`src/rtl/iob_cpu_bus_arb_pkg.sv`:
```
// iob_cpu_bus_arb_pkg: shared state encoding, master IDs and abort read data for the CPU bus arbiter
package iob_cpu_bus_arb_pkg;
  typedef enum logic {IDLE = 1'b0, BUSY = 1'b1} state_t;
  localparam logic IBUS = 1'b0;
  localparam logic DBUS = 1'b1;
  localparam logic [31:0] TIMEOUT_RDATA_DEF = 32'hDEADBEEF;
endpackage

```
`src/rtl/iob_rr_arb2.sv`:
```
// iob_rr_arb2: combinational two-way arbiter, round-robin or fixed priority to requester 1
module iob_rr_arb2 (
  input  logic [1:0] req_i,
  input  logic       gnt_last_i,
  input  logic       prio_mode_i,
  output logic [1:0] gnt_o,
  output logic       idx_o
);
  // on a tie pick requester 1 in priority mode, otherwise the one not served last
  always_comb begin
    idx_o = &req_i ? (prio_mode_i | ~gnt_last_i) : req_i[1];
    gnt_o = |req_i ? (idx_o ? 2'b10 : 2'b01) : 2'b00;
  end
endmodule

```
`src/rtl/iob_cpu_bus_arbiter.sv`:
```
// iob_cpu_bus_arbiter: shares one IOb memory port between CPU ibus and dbus with a watchdog
module iob_cpu_bus_arbiter
  import iob_cpu_bus_arb_pkg::*;
#(
  parameter int ADDR_W = 32,
  parameter int DATA_W = 32,
  parameter int PRIO = 0,
  parameter int TIMEOUT_W = 10,
  parameter logic [DATA_W-1:0] TIMEOUT_RDATA = DATA_W'(TIMEOUT_RDATA_DEF)
) (
  input  logic                clk,
  input  logic                rst,
  input  logic                ibus_valid,
  input  logic [ADDR_W-1:0]   ibus_addr,
  output logic [DATA_W-1:0]   ibus_rdata,
  output logic                ibus_ready,
  input  logic                dbus_valid,
  input  logic [ADDR_W-1:0]   dbus_addr,
  input  logic [DATA_W-1:0]   dbus_wdata,
  input  logic [DATA_W/8-1:0] dbus_wstrb,
  output logic [DATA_W-1:0]   dbus_rdata,
  output logic                dbus_ready,
  output logic                mem_valid,
  output logic [ADDR_W-1:0]   mem_addr,
  output logic [DATA_W-1:0]   mem_wdata,
  output logic [DATA_W/8-1:0] mem_wstrb,
  input  logic [DATA_W-1:0]   mem_rdata,
  input  logic                mem_ready,
  output logic                err
);
  localparam int CW = TIMEOUT_W > 0 ? TIMEOUT_W : 1;
  localparam int SW = DATA_W / 8;
  state_t            state_q, state_d;
  logic              gnt_q, gnt_d, gnt_last_q, gnt_last_d, err_q, err_d;
  logic [ADDR_W-1:0] addr_q, addr_d;
  logic [DATA_W-1:0] wdata_q, wdata_d;
  logic [SW-1:0]     wstrb_q, wstrb_d;
  logic [CW-1:0]     cnt_q, cnt_d;
  logic              busy, done, abort, resp, grant, win;
  logic [1:0]        req, arb_gnt;
  iob_rr_arb2 u_arb (
    .req_i       (req),
    .gnt_last_i  (gnt_last_q),
    .prio_mode_i (PRIO != 0),
    .gnt_o       (arb_gnt),
    .idx_o       (win)
  );
  // response decode; a master whose ready pulses this cycle holds a stale valid and is not eligible
  always_comb begin
    busy       = state_q == BUSY;
    done       = busy & mem_ready;
    abort      = busy & ~mem_ready & (TIMEOUT_W > 0) & (&cnt_q);
    resp       = done | abort;
    ibus_ready = resp & (gnt_q == IBUS);
    dbus_ready = resp & (gnt_q == DBUS);
    ibus_rdata = abort ? TIMEOUT_RDATA : mem_rdata;
    dbus_rdata = abort ? TIMEOUT_RDATA : mem_rdata;
    req        = {dbus_valid & ~dbus_ready, ibus_valid & ~ibus_ready};
    grant      = (~busy | done) & (|arb_gnt);
    mem_valid  = busy;
    mem_addr   = addr_q;
    mem_wdata  = wdata_q;
    mem_wstrb  = wstrb_q;
    err        = err_q;
  end
  // next state: latch the winner on grant, retire on response, otherwise age the watchdog
  always_comb begin
    state_d    = state_q;
    gnt_d      = gnt_q;
    gnt_last_d = gnt_last_q;
    addr_d     = addr_q;
    wdata_d    = wdata_q;
    wstrb_d    = wstrb_q;
    cnt_d      = busy ? cnt_q + 1'b1 : cnt_q;
    err_d      = err_q | abort;
    if (grant) begin
      state_d    = BUSY;
      gnt_d      = win;
      gnt_last_d = win;
      addr_d     = win ? dbus_addr : ibus_addr;
      wdata_d    = win ? dbus_wdata : '0;
      wstrb_d    = win ? dbus_wstrb : '0;
      cnt_d      = '0;
    end else if (resp) begin
      state_d = IDLE;
    end
  end
  // state and payload registers, cleared immediately by reset
  always_ff @(posedge clk or negedge rst) begin
    if (!rst) begin
      state_q    <= IDLE;
      gnt_q      <= IBUS;
      gnt_last_q <= IBUS;
      addr_q     <= '0;
      wdata_q    <= '0;
      wstrb_q    <= '0;
      cnt_q      <= '0;
      err_q      <= 1'b0;
    end else begin
      state_q    <= state_d;
      gnt_q      <= gnt_d;
      gnt_last_q <= gnt_last_d;
      addr_q     <= addr_d;
      wdata_q    <= wdata_d;
      wstrb_q    <= wstrb_d;
      cnt_q      <= cnt_d;
      err_q      <= err_d;
    end
  end
endmodule
```
`config.mk`:
```
export PLATFORM = sky130hd
export DESIGN_NAME = iob_cpu_bus_arbiter
export DESIGN_NICKNAME = d
export VERILOG_FILES = /design/src/rtl/iob_cpu_bus_arb_pkg.sv /design/src/rtl/iob_rr_arb2.sv /design/src/rtl/iob_cpu_bus_arbiter.sv
export SDC_FILE = /design/constraint.sdc
export NUM_CORES = 1
export LEC_CHECK = 0
export BUFFER_PORTS_ARGS = -buffer_cell sky130_fd_sc_hd__buf_2
export CORE_AREA = 2 2 107 109
export CTS_CLUSTER_DIAMETER = 30
export DETAILED_ROUTE_END_ITERATION = 8
export DIE_AREA = 0 0 109 111
export PLACE_DENSITY = 0.72
export REMOVE_ABC_BUFFERS = 1
export SYNTH_ARGS = -nofsm -noshare
export SYNTH_HDL_FRONTEND = slang
export SYNTH_HIERARCHICAL = 1
export SYNTH_SLANG_ARGS = --single-unit
export TNS_END_PERCENT = 100
```
`constraint.sdc`:
```
create_clock -name clk -period 4.7 [get_ports clk]
set_input_delay 0.47 -clock clk [delete_from_list [all_inputs] [get_ports clk]]
set_output_delay 0.47 -clock clk [all_outputs]
set_load 0.01 [all_outputs]
```
==> results.md <==
Outcome:
- The flow ran to the end, and the final reports show no timing, DRC or antenna violations.

Setup path:
- The biggest fanout along the worst timing path is 72.
- The critical path goes through nor2b_4, buf_4, nand4_1, and2_1, buf_2.
- The slowest stage cell on the critical path is sky130_fd_sc_hd__nand4_1.
- The required arrival time at the worst endpoint is 4.23 ns.
- The critical path is of the reg -> out type.
- The arrival time at the worst endpoint is approximately 3.4 ns.
- STA classifies the critical path startpoint as a register.
- The kind of cell adding the most delay to the critical path is simple AND/OR/NAND/NOR gates.
- The buffers plus inverters on the worst setup path is 2.
- The worst setup path is captured at an output port.
- The largest incremental delay on the critical path is around 1.1 ns.

GRT:
- The first global-routing pass estimated 18700 um of wire.
- The via count of the first global-routing pass is 3866.
- The global-route usage over all layers is 20.0%.
- Global routing finished with a remaining overflow of 0.
- The initial antenna violation count is 1.
- Entering global routing, the biggest net connects 82 pins.

Clock network:
- The longest clock path from root to sink contains 2 buffers.
- The setup fix buffers added after clock tree synthesis is 0.
- The cts-stage hold buffer count is 0.
- The insertion delay of the later-clocked pin in the worst-skew pair is about 0.33 ns.
- The number of buffers inserted during clock tree synthesis is 9.
- The clock tree synthesis step divided the H-tree into 3 levels.
- For this design, the sink count on the clock tree is 81.
- The root buffer cell chosen for the clock tree is sky130_fd_sc_hd__clkbuf_16.
- TritonCTS built the clock tree.
- The post-CTS resize count is 0.
- The clock-pin slew on the worst setup and hold paths is 0.06 ns.

Layout:
- The commonest non-fill, non-tap cell in the layout is sky130_fd_sc_hd__buf_2.
- Leaving out fill and tap cells, the most frequent cells in the layout are sky130_fd_sc_hd__buf_2, sky130_fd_sc_hd__o21ai_0, sky130_fd_sc_hd__dfrtp_1.
- The count of filler cells inserted in the layout is 1053.
- The final net count is ~800.
- The final design instance area without fill is 0.00564 mm2.
- The fraction of final layout cells sized beyond drive strength 1 is between 40% and 50%.
- In the final layout, flip-flops and latches occupy 0.00203 mm2.
- The signed area change from the synthesized netlist to the final layout is 35.5%.
- Summing all multi-input logic gate instances after layout gives 0.00172 mm2.
- Cells fill around half of the core in the end.

Timing:
- The final-layout setup total negative slack is 0 ns.
- The setup-violating endpoint count in the final report is 0.
- After layout, the worst setup slack is 0.882 ns.
- Derived from the worst setup path, the maximum achievable clock frequency is 0.262 GHz.
- For the pin with the worst max-slew slack, the measured transition is 1.17 ns.
- The hold violation count in the final report is 0.
- The ratio of final minimum period to clock period is just over 80%.
- Setup repair after global routing left no endpoint under its margin.
- The routed design could run at a clock period as short as 3.82 ns.
- The worst max-slew margin expressed relative to the limit is between 20% and 30%.
- Clock skew on the completed layout was measured at around 0.0061 ns.
- The number of max-slew violations in the final report came to 0.

Synthesis:
- After synthesis, the cell types taking the most area are sky130_fd_sc_hd__dfrtp_1, sky130_fd_sc_hd__o21ai_0, sky130_fd_sc_hd__mux2i_1.
- The total of flip-flops plus latches after synthesis is 81.
- The number of warnings issued by yosys is 6.
- The synthesized design spends more area on one cell type than any other, namely sky130_fd_sc_hd__dfrtp_1.
- The area share of the largest cell type after synthesis is between 40% and 50%.
- Counting distinct cell types in the post-synthesis netlist gives 32.
- A synthesized cell averages 9.37 um2.
- The summed instance area of the synthesized netlist is 0.00416 mm2.
- The number of enable-type register cells in the synthesized netlist is 0.
- In the synthesized netlist the dominant register cell turns out to be sky130_fd_sc_hd__dfrtp_1.
- The synthesized instance count is 444.
- The fraction of registers with async set or reset after synthesis is 100%.
- After synthesis, flip-flops and latches occupy 48.7% of the total area.

Pwr:
- Overall power consumption after layout is estimated at 2.80 mW.
- The maximum resistive drop on vdd is between 0.2 and 0.25 mV.
- Summed over all cells, the static leakage comes to slightly below 3 nW.
- The power per standard cell area is 496 mW/mm2.

Route:
- The final routed wirelength across all metal layers is 12300 um.
- The antenna violation net count after detailed routing is 0.
- The average vias per placed instance is 4.95.
- The first detailed-routing pass took 4 iterations.
- In this run, the number of DRC markers left after iteration 0 of detailed routing was 207.
- After detailed routing, the average wire length per cell comes to 15.2 um.
- After detailed routing, the number of remaining DRC violations is 0.
- The number of vias in the routed layout is 4016.

Place:
- Port buffering added 272 buffers.
- The global placement routability congestion is 0.712.
- The post-detailed-placement cell area is 0.00534 mm2.
- Before CTS, the worst setup slack after placement is 1.20 ns.
- The HPWL after detailed placement is 9080 um.

Job:
- The tool flagged a number of max-cap violations equal to 0.

Die:
- The overall die area is 0.0121 mm2.
- The vertical die dimension is 111 um.
- The initial cell density of the core is 37.6%.
- The core box area is around 0.011 mm2.
- The number of cell rows is 39.
- The die is 109 um wide.
- The number of top-level design ports is 273.

Hold path:
- The class of the tightest hold or removal check is in -> async.
## cell families (layout without fill, tap and decap cells)
kind of cell	count (synthesis)	count (layout)	synth area share (%)
adders and majority gates	1	1	0.301
muxes	34	34	8.30
DFF	81	81	48.7
other	1	2	0.0901
xor gates and xnor gates	4	4	0.842
AOI/OAI and AO/OA	153	153	18.9
buffers and inverters	71	295	10.3
and+or+nand+nor	99	99	12.5
## where the power goes
part | internal [mW] | switching [mW] | leakage (nW) | total [mW]
Sequential | 0.951 | 0.139 | 1.04 | 1.09
Clock | 0.427 | 0.274 | 0.143 | 0.701
Combinational | 0.407 | 0.599 | 1.77 | 1.01
Total | 1.78 | 1.01 | 2.95 | 2.80
## routing by layer
metal	routed length (um)	global-route usage (%)	up-vias	share of wire (%)
met4	242	6.41	0	2.0
met3	916	5.58	11	7.4
li1	-	-	1941	-
met5	0	0	-	0
met2	6750	37.6	181	55
met1	4440	20.8	1883	36
## flip-flops by register name, indices dropped and copies added (netlist names)
name	cells
gnt_last_q	1
mem_valid	1
err	1
mem_addr	32
mem_wstrb	4
mem_wdata	32
cnt_q	10
## final cells by class
type / count / area share [%]
flip-flops and latches: 81 / 36.0
multi-input cells: 292 / 30.6
repair buffers: 276 / 24.7
clock buffers: 12 / 4.37
well taps: 143 / 3.17
clock inverters: 4 / 0.910
inverters: 3 / 0.200
diodes: 1 / 0.0444
## Yosys cell counts, types with 5 or more instances
cell / n
sky130_fd_sc_hd__nand4_1: 5
sky130_fd_sc_hd__nor2_1: 8
sky130_fd_sc_hd__dfrtp_1: 81
sky130_fd_sc_hd__clkbuf_1: 28
sky130_fd_sc_hd__buf_6: 5
sky130_fd_sc_hd__mux2i_1: 33
sky130_fd_sc_hd__nand2b_1: 25
sky130_fd_sc_hd__o21ai_0: 127
sky130_fd_sc_hd__nand2_1: 40
sky130_fd_sc_hd__and2_1: 8
sky130_fd_sc_hd__a21oi_1: 7
sky130_fd_sc_hd__buf_4: 32
sky130_fd_sc_hd__o21ai_1: 10
## metrics by stage
stage / hold WS, ns / instances
after floorplan: 0.174 / 376
after global placement: 0.448 / 795
after detailed placement: 0.454 / 795
after CTS: 0.350 / 811
after global routing: 0.367 / 812
final: 0.321 / 812
## final timing paths
path                                startpoint       endpoint  slack, ns  cells after the start
worst min-delay path                       rst   mem_wdata[3]       0.32                      1
worst max-delay path                 mem_valid  dbus_rdata[4]       0.88                      5
worst max register to register        cnt_q[0]   mem_addr[21]       1.58                      9
worst min register to register             err            err       0.46                      1
max in group asynchronous                  rst    mem_addr[9]       3.74                      1
min in group clk                dbus_wdata[29]  mem_wdata[29]       0.37                      3
No activity file was read; power rests on OpenSTA's default activity.
